`config.mk`:
```
export PLATFORM = sky130hd
export DESIGN_NAME = mem_access_stage_flat
export DESIGN_NICKNAME = d
export VERILOG_FILES = /design/src/rtl/mem_access_stage_if.sv /design/src/rtl/mem_access_stage.sv /design/src/flat_wrapper.sv
export SDC_FILE = /design/constraint.sdc
export NUM_CORES = 1
export LEC_CHECK = 0
export BUFFER_PORTS_ARGS = -buffer_cell sky130_fd_sc_hd__buf_2
export CAP_MARGIN = 5
export CORE_AREA = 2 2 157 159
export DETAILED_ROUTE_END_ITERATION = 8
export DIE_AREA = 0 0 159 161
export PLACE_DENSITY = 0.68
export SKIP_CTS_REPAIR_TIMING = 1
export SYNTH_ARGS = -nofsm -noshare
export SYNTH_HDL_FRONTEND = slang
export SYNTH_SLANG_ARGS = --single-unit
```
`constraint.sdc`:
```
create_clock -name clk -period 2.7 [get_ports clk]
set_input_delay 0.27 -clock clk [delete_from_list [all_inputs] [get_ports clk]]
set_output_delay 0.27 -clock clk [all_outputs]
set_load 0.05 [all_outputs]
```
`src/rtl/mem_access_stage_if.sv`:
```
// Data-memory bus between the memory-access stage (master) and the memory (slave).
interface mem_access_stage_if;
  logic        dmem_req;
  logic        dmem_we;
  logic [63:0] dmem_addr;
  logic [63:0] dmem_wdata;
  logic [7:0]  dmem_bmask;
  logic        dmem_ack;
  logic [63:0] dmem_rdata;

  modport master (
    output dmem_req, dmem_we, dmem_addr, dmem_wdata, dmem_bmask,
    input  dmem_ack, dmem_rdata
  );

  modport slave (
    input  dmem_req, dmem_we, dmem_addr, dmem_wdata, dmem_bmask,
    output dmem_ack, dmem_rdata
  );
endinterface

```
`src/rtl/mem_access_stage.sv`:
```
// Memory-access pipeline stage: turns load/store instructions into single
// requests on the data-memory bus, waits for the ack (bounded by MAX_WAIT),
// and presents the load result or pass-through value to writeback.
module mem_access_stage #(
  parameter real DELAY    = 0.05,
  parameter int  MAX_WAIT = 16
) (
  input  logic               clk,
  input  logic               reset,
  input  logic [63:0]        MemALUOut,
  input  logic [63:0]        MemDb,
  input  logic               MemValid,
  input  logic               MemRead,
  input  logic               MemWrite,
  input  logic               MemByte,
  mem_access_stage_if.master dmem,
  output logic [63:0]        MemOut,
  output logic               MemStall,
  output logic               MemDone,
  output logic               MemMisaligned,
  output logic               MemBusErr
);

  // DELAY only matters for gate primitives; this block has none, so only
  // sanity-check it at elaboration.
  if (DELAY < 0.0) begin : g_delay_check
    $error("mem_access_stage: DELAY must be non-negative");
  end

  localparam int CW = $clog2(MAX_WAIT + 1);
  localparam logic [CW-1:0] LastWait = CW'(MAX_WAIT - 1);

  typedef enum logic [1:0] {
    IDLE = 2'd0,
    REQ  = 2'd1,
    DONE = 2'd2
  } state_t;

  state_t          state_q, state_d;
  logic [63:0]     addr_q, addr_d;
  logic [63:0]     wdata_q, wdata_d;
  logic [7:0]      bmask_q, bmask_d;
  logic            we_q, we_d;
  logic            byte_q, byte_d;
  logic [2:0]      lane_q, lane_d;
  logic [CW-1:0]   wait_q, wait_d;
  logic [63:0]     cap_q, cap_d;
  logic            mis_q, mis_d;
  logic            berr_q, berr_d;

  logic            access_s;
  logic            misalign_s;
  logic            aligned_s;
  logic [7:0]      bmask_s;
  logic [63:0]     wdata_s;
  logic [63:0]     lane_shift_s;
  logic [63:0]     load_data_s;

  assign access_s   = MemValid & (MemRead | MemWrite);
  assign misalign_s = access_s & ~MemByte & (MemALUOut[2:0] != 3'b000);
  assign aligned_s  = access_s & ~misalign_s;

  // Byte enables and lane-replicated write data for the incoming access.
  always_comb begin
    bmask_s = 8'hFF;
    wdata_s = MemDb;
    if (MemByte) begin
      bmask_s = 8'h01 << MemALUOut[2:0];
      wdata_s = {8{MemDb[7:0]}};
    end else begin
      bmask_s = 8'hFF;
      wdata_s = MemDb;
    end
  end

  // Select the addressed byte lane (zero-extended) or the whole doubleword.
  assign lane_shift_s = dmem.dmem_rdata >> {lane_q, 3'b000};
  always_comb begin
    load_data_s = dmem.dmem_rdata;
    if (byte_q) begin
      load_data_s = {56'd0, lane_shift_s[7:0]};
    end else begin
      load_data_s = dmem.dmem_rdata;
    end
  end

  // State and datapath registers with synchronous reset.
  always_ff @(posedge clk) begin
    if (reset) begin
      state_q <= IDLE;
      addr_q  <= 64'd0;
      wdata_q <= 64'd0;
      bmask_q <= 8'd0;
      we_q    <= 1'b0;
      byte_q  <= 1'b0;
      lane_q  <= 3'd0;
      wait_q  <= '0;
      cap_q   <= 64'd0;
      mis_q   <= 1'b0;
      berr_q  <= 1'b0;
    end else begin
      state_q <= state_d;
      addr_q  <= addr_d;
      wdata_q <= wdata_d;
      bmask_q <= bmask_d;
      we_q    <= we_d;
      byte_q  <= byte_d;
      lane_q  <= lane_d;
      wait_q  <= wait_d;
      cap_q   <= cap_d;
      mis_q   <= mis_d;
      berr_q  <= berr_d;
    end
  end

  // Next-state logic: launch, wait for ack or timeout, then one DONE cycle.
  always_comb begin
    state_d = state_q;
    addr_d  = addr_q;
    wdata_d = wdata_q;
    bmask_d = bmask_q;
    we_d    = we_q;
    byte_d  = byte_q;
    lane_d  = lane_q;
    wait_d  = wait_q;
    cap_d   = cap_q;
    mis_d   = mis_q;
    berr_d  = berr_q;
    case (state_q)
      IDLE: begin
        if (aligned_s) begin
          state_d = REQ;
          addr_d  = {MemALUOut[63:3], 3'b000};
          wdata_d = wdata_s;
          bmask_d = bmask_s;
          we_d    = MemWrite;
          byte_d  = MemByte;
          lane_d  = MemALUOut[2:0];
          wait_d  = '0;
        end else if (misalign_s) begin
          mis_d = 1'b1;
        end else begin
          state_d = IDLE;
        end
      end
      REQ: begin
        // An ack on the last allowed cycle still wins over the timeout.
        if (dmem.dmem_ack) begin
          state_d = DONE;
          cap_d   = we_q ? 64'd0 : load_data_s;
        end else if (wait_q == LastWait) begin
          state_d = DONE;
          cap_d   = 64'd0;
          berr_d  = 1'b1;
        end else begin
          wait_d = wait_q + {{(CW-1){1'b0}}, 1'b1};
        end
      end
      DONE: begin
        state_d = IDLE;
      end
      default: begin
        state_d = IDLE;
      end
    endcase
  end

  // Pipeline-facing outputs: stall and the value handed to writeback.
  always_comb begin
    MemStall = 1'b0;
    MemOut   = MemALUOut;
    case (state_q)
      IDLE: begin
        MemStall = aligned_s;
        if (misalign_s && !MemWrite) begin
          MemOut = 64'd0;
        end else begin
          MemOut = MemALUOut;
        end
      end
      REQ: begin
        MemStall = 1'b1;
        MemOut   = MemALUOut;
      end
      DONE: begin
        MemStall = 1'b0;
        MemOut   = we_q ? MemALUOut : cap_q;
      end
      default: begin
        MemStall = 1'b0;
        MemOut   = MemALUOut;
      end
    endcase
  end

  assign dmem.dmem_req   = (state_q == REQ);
  assign dmem.dmem_we    = we_q;
  assign dmem.dmem_addr  = addr_q;
  assign dmem.dmem_wdata = wdata_q;
  assign dmem.dmem_bmask = bmask_q;
  assign MemDone         = (state_q == DONE);
  assign MemMisaligned   = mis_q;
  assign MemBusErr       = berr_q;

endmodule

```
`src/flat_wrapper.sv`:
```
// flat-port wrapper written by rule: the top's interface ports become plain ports
module mem_access_stage_flat 
#(
  parameter real DELAY    = 0.05,
  parameter int  MAX_WAIT = 16
)
  (clk, reset, MemALUOut, MemDb, MemValid, MemRead, MemWrite, MemByte, MemOut, MemStall, MemDone, MemMisaligned, MemBusErr, dmem_dmem_req, dmem_dmem_we, dmem_dmem_addr, dmem_dmem_wdata, dmem_dmem_bmask, dmem_dmem_ack, dmem_dmem_rdata);
  mem_access_stage_if dmem_i ();
  input  logic clk;
  input  logic reset;
  input  logic [63:0] MemALUOut;
  input  logic [63:0] MemDb;
  input  logic MemValid;
  input  logic MemRead;
  input  logic MemWrite;
  input  logic MemByte;
  output logic [63:0] MemOut;
  output logic MemStall;
  output logic MemDone;
  output logic MemMisaligned;
  output logic MemBusErr;
  output wire logic [$bits(dmem_i.dmem_req)-1:0] dmem_dmem_req;
  output wire logic [$bits(dmem_i.dmem_we)-1:0] dmem_dmem_we;
  output wire logic [$bits(dmem_i.dmem_addr)-1:0] dmem_dmem_addr;
  output wire logic [$bits(dmem_i.dmem_wdata)-1:0] dmem_dmem_wdata;
  output wire logic [$bits(dmem_i.dmem_bmask)-1:0] dmem_dmem_bmask;
  input wire logic [$bits(dmem_i.dmem_ack)-1:0] dmem_dmem_ack;
  input wire logic [$bits(dmem_i.dmem_rdata)-1:0] dmem_dmem_rdata;
  assign dmem_dmem_req = dmem_i.dmem_req;
  assign dmem_dmem_we = dmem_i.dmem_we;
  assign dmem_dmem_addr = dmem_i.dmem_addr;
  assign dmem_dmem_wdata = dmem_i.dmem_wdata;
  assign dmem_dmem_bmask = dmem_i.dmem_bmask;
  assign dmem_i.dmem_ack = dmem_dmem_ack;
  assign dmem_i.dmem_rdata = dmem_dmem_rdata;
  mem_access_stage #(.DELAY(DELAY), .MAX_WAIT(MAX_WAIT)) u_core (.clk(clk), .reset(reset), .MemALUOut(MemALUOut), .MemDb(MemDb), .MemValid(MemValid), .MemRead(MemRead), .MemWrite(MemWrite), .MemByte(MemByte), .dmem(dmem_i), .MemOut(MemOut), .MemStall(MemStall), .MemDone(MemDone), .MemMisaligned(MemMisaligned), .MemBusErr(MemBusErr));
endmodule
```
# Word level (Yosys, flattened, before mapping)

Cells that the tools add are included.

Mux-type cells: 19
$add $sub $neg: 1
Reduce and logical (&&, ||, !) cells: 12
Equal/unequal tests: 8
Shift operators: 2
Bitwise operators: 9

Operators with widths:

| operator            | number |
|---|---|
| $mux 64             | 7 |
| $pmux 64 s2         | 1 |
| $shr 64x6->8        | 1 |
| $mux 5              | 3 |
| $pmux 5 s2          | 1 |
| $mux 2              | 4 |
| $mux 8              | 1 |
| $shl 1x3->8 const A | 1 |
| $reduce_and 2->1    | 3 |
| $reduce_and 3->1    | 2 |
| $add 5x1->5 const B | 1 |
| $eq 5x4->1 const B  | 1 |
| $and 1x1->1         | 4 |
| $ne 2x2->1 const B  | 2 |
| $not 1->1           | 4 |
| $pmux 2 s2          | 1 |
| $reduce_and 4->1    | 1 |
| $reduce_bool 2->1   | 2 |
| $ne 3x1->1 const B  | 1 |
| $ne 3x3->1 const B  | 1 |
| $reduce_bool 3->1   | 1 |
| $eq 2x1->1 const B  | 1 |
| $eq 2x2->1 const B  | 1 |
| $logic_not 2->1     | 1 |
| 5 further kinds     | 5 |

Word-level logic and storage cells: 62
Flip-flop bits (word level): 211

# Longest topological paths before layout

Depth in word-level cells: 8
Depth in mapped cells: 8
Depth with buffers taken out: 7

# Least setup slack after synthesis

OpenSTA, ideal clock, no wires.

Path kind: flip-flop to output port
Start point: reg u_core.state_q[1]
End point: out MemOut[0]
Required time: 2.430 ns
Data arrival time: 2.390 ns
Buffers on the path: 2
Path slack: 0.040 ns
Stages on the path, launching flop included: 6
Cells stage by stage: dfxtp_1 -> nor2b_1 -> and2b_1 -> buf_2 -> clkbuf_1 -> a22o_1

Longest elaborated chain between the ends: 2
Elaborated cells between the ends (all ways): 3
Those cells by class: eq/ne (1); mux (1); reduce/logical (1)

Ends and longest elaborated chain:

| what                   | line                    | source |
|---|---|---|
| start, declared        | mem_access_stage.sv:39  | `state_t state_q, state_d;` |
| start signal, assigned | mem_access_stage.sv:102 | `state_q <= state_d;` |
| $eq 2x2->1             | -                       |  |
| net MemDone            | flat_wrapper.sv:19      | `output logic MemDone;` |
| $pmux 64 s2            | mem_access_stage.sv:172 | `case (state_q)` |
| end, declared          | flat_wrapper.sv:17      | `output logic [63:0] MemOut;` |

The timed path passes the listed nets, and every way through them passes these cells.

# Worst setup path in the final report

Start point: reg u_core.state_q[1]
End point: out MemOut[0]

Longest elaborated chain between the ends: 2
Elaborated cells between the ends (all ways): 3
Those cells by class: eq/ne (1); mux (1); reduce/logical (1)

Ends and longest elaborated chain:

| what                                          | line |
|---|---|
| $eq 2x2->1 or $logic_not 2->1 (tied branches) | mem_access_stage.sv:172 |
| $pmux 64 s2 (*)                               | mem_access_stage.sv:172 |

Mark *: on every way between the ends. The rest lies on a longest branch, timed or not.

==> results.md <==
- Worst R2R Start: u_core.wait_q[0]$_SDFFE_PP0P_
- Wire per inst: 19.5 um
- Vias in the first global route: 8323
- Arrival @ worst endpoint: 2.29 ns
- Vias per std cell: 5.32
- Placed insts: 1647
- Worst-Margin Slew: 0.745 ns
- DR pass1 iterations: 5
- Period utilization: 94.8%
- Clk sinks: 211
- Hold Crit Class: in2reg
- RSZ-0062 raised after global routing: no
- CTS tree: done
- TritonCTS Buffers: 24
- Switch Pwr: 2.68 mW
- PnR worst setup slack: 0.139 ns
- Achievable clock frequency: 390 MHz
- Layout cells sized above 1: 35.6%
- Grt total ovfl: 0
- Mapped Avg Cell Area: 8.88 sq um
- # rows: 57
- Post-synth EDFFs: 0
- Non-Filler Instances: 1701
- Top-count cell post-synth: dfxtp_1
- Vias: 9047
- Most area-hungry cell type in the Yosys netlist: dfxtp_1
- Comb power frac: 20.9%
- First-pass GRT wire length: 49100 um
- WHS: -0.00478 ns
- H-tree depth: 1
- Clock Tree Buf Depth: 3
- Clock latency on the worst-skew pair: 0.52 ns
- P_leak: 5.32 nW
- Largest net degree at the start of global routing: 71
- Tot GR Track Use: 24.3%
- Gate Count Post-Synth: 1006
- Clock-pin slew on the worst setup and hold paths: 0.07 ns
- Synth Flop Type: dfxtp_1
- Clock skew: 0.0236 ns
- Worst-path maximum fanout: 37
- Final Hold Viols: 3
- Failing checks: hold timing
- Overall Power: 8.59 mW
- Final min period: 2.56 ns
- Most frequent cells after synthesis: dfxtp_1, nand2_1, a21oi_1
- Die area: 25600 sq um
- DR iter-0 viols: 663
- Int Pwr: 5.91 mW
- Sequential element share of the synthesized area: 47.3%
- Cell depth of the worst flop-to-flop path: 7
- Io pins: 405
- Yosys top cell area share: 47.3%
- Seq cells post-synth: 211
- Library cells used by synthesis: 45
- Crit path to: MemOut[0]
- Reg power frac: 39.1%
- Critical Path Start: u_core.state_q[1]$_SDFFE_PP0P_
- Synth Warn #: 0
- Fin. max-slew vios: 0
- Nets: 1559
- Drt total wl: 33100 um
- Initial core utilization: 37.3%
- Critical path capture point type: primary output
- Dominant cells by area after synthesis: dfxtp_1, a21oi_1, nand2_1
- Worst slack, placed: 0.399 ns
- VDD IR-drop max: 364 uV
- Startpoint types: flop
- Final Cell Area: 12000 sq um
- Die W: 159 um
- Internal reg-to-reg setup slack: 0.62 ns
- Critical path class: reg2out
- Power Density: 715 nW/um^2
- DIE HEIGHT: 161 um
- Core Region: 24000 sq um
- Synthesis-to-finish area growth: 34.5%
- Total negative setup slack: 0 ns
- Post-route ant nets: 0
- Root Driver: clkbuf_16
- Number of port buffers: 401
- Max-Slew Margin vs Limit: 50.3%
- Placement Cell Area: 11100 sq um
- Ys async rst share: 0%
- Initial antenna violation count: 2
- Final setup fails: 0
- Sw Share: 31.2%
- DR DRC count: 0
- Cell Area, Synth: 8930 sq um
- DP HPWL: 24700 um
- Required time of the critical path: 2.43 ns
- Layout fillers: 2368
- Outcome: finished, violations left
- Routability cong.: 0.854
- Clk network pwr share: 40.0%
- Critical R2R Capture: u_core.wait_q[3]$_SDFFE_PP0P_
- Maxcap violations: 0
## flip-flops by register name, summed over array words and instances (netlist names)
| name | flops |
|---|---|
| u_core.dmem.dmem_we | 1 |
| u_core.lane_q | 3 |
| u_core.dmem.dmem_addr | 61 |
| u_core.wait_q | 5 |
| u_core.state_q | 2 |
| u_core.cap_q | 64 |
| u_core.MemBusErr | 1 |
| u_core.dmem.dmem_wdata | 64 |
| u_core.MemMisaligned | 1 |
| u_core.dmem.dmem_bmask | 8 |
| u_core.byte_q | 1 |
## metrics by stage
| step | hold slack, ns | util (%) |
|---|---|---|
| after global placement | 0.438 | 46.2 |
| after detailed placement | 0.443 | 46.2 |
| after CTS | -0.0263 | 49.7 |
| after floorplan | 0.406 | - |
| after global routing | 0.000113 | 50.1 |
| final | -0.00478 | 50.1 |
## logic make-up (layout without fill, tap and decap cells)
logic type / count (synthesis) / in the layout / synth area share (%)
AO/OA/AOI/OAI: 343 / 343 / 26.3
multiplexers: 24 / 24 / 4.93
XOR/XNOR: 2 / 2 / 0.196
buffers and inverters: 114 / 481 / 6.63
adder cells (fa/ha/maj): 2 / 2 / 0.280
other: 1 / 5 / 0.0420
flip-flops: 211 / 211 / 47.3
AND/OR/NAND/NOR: 309 / 309 / 14.3
## power by group through the flow
stage	sequential (mW)	combinational [mW]	clock, mW
after floorplan	3.84	0.840	0
after global placement	3.42	1.78	0
after detailed placement	3.42	1.79	0
after CTS	3.36	1.79	3.51
after global routing	3.37	1.90	3.65
final	3.36	1.80	3.44
## routing by layer
| layer | GRT usage (%) | vias up | wire [um] |
|---|---|---|---|
| li1 | - | 4310 | - |
| met1 | 29.9 | 4268 | 13300 |
| met2 | 42.1 | 412 | 16200 |
| met3 | 5.62 | 57 | 2570 |
| met4 | 8.02 | 0 | 1020 |
| met5 | 0 | - | 0 |
## worst min-delay path by stage
| stage | from | endpoint | slack, ns | cells after the start |
|---|---|---|---|---|
| after floorplan | MemALUOut[3] | u_core.dmem.dmem_addr[3]$_SDFFE_PP0P_ | 0.41 | 2 |
| after global placement | u_core.dmem.dmem_addr[52]$_SDFFE_PP0P_ | u_core.dmem.dmem_addr[52]$_SDFFE_PP0P_ | 0.44 | 2 |
| after detailed placement | u_core.dmem.dmem_addr[24]$_SDFFE_PP0P_ | u_core.dmem.dmem_addr[24]$_SDFFE_PP0P_ | 0.44 | 2 |
| after CTS | MemDb[1] | u_core.dmem.dmem_wdata[1]$_SDFFE_PP0P_ | -0.03 | 3 |
| after global routing | MemDb[6] | u_core.dmem.dmem_wdata[6]$_SDFFE_PP0P_ | 0.0001 | 3 |
| final | MemDb[2] | u_core.dmem.dmem_wdata[2]$_SDFFE_PP0P_ | -0.005 | 3 |
## cells in the final DEF, fill, tap and decap left out, types with 3 or more instances in the layout
cell / instances
inv_1: 6
mux4_2: 16
mux2i_1: 8
a211oi_1: 53
nand2_1: 151
a22oi_1: 64
nand2b_1: 3
buf_4: 14
a211oi_2: 3
buf_12: 7
nor2_1: 126
dfxtp_1: 211
clkbuf_8: 5
nand3_1: 3
and2_1: 8
clkbuf_1: 6
o22ai_1: 8
a22o_1: 64
buf_2: 399
bufinv_16: 3
a311oi_1: 7
clkbuf_16: 25
a21oi_1: 135
dlygate4sd3_1: 9
buf_6: 3
nand3b_1: 3
conb_1: 3
## layout make-up
type | count | area, sq um | area share [%]
antenna | 2 | 5.00 | 0.0417
multi-input combinational | 683 | 4150 | 34.6
clock buffer | 36 | 717 | 5.97
tap | 324 | 405 | 3.37
clock inverter | 7 | 121 | 1.01
timing repair buffer | 432 | 2370 | 19.7
inverter | 6 | 22.5 | 0.187
sequential | 211 | 4220 | 35.2
## critical path, stage by stage (launching register included)
cell and delay, ns:
dfxtp_1 0.36, nor2b_1 0.16, and2b_2 0.25, a41oi_4 0.20, buf_6 0.31, a22o_1 0.20, buf_2 0.27
Note: power is estimated with default switching activity, not from simulation.
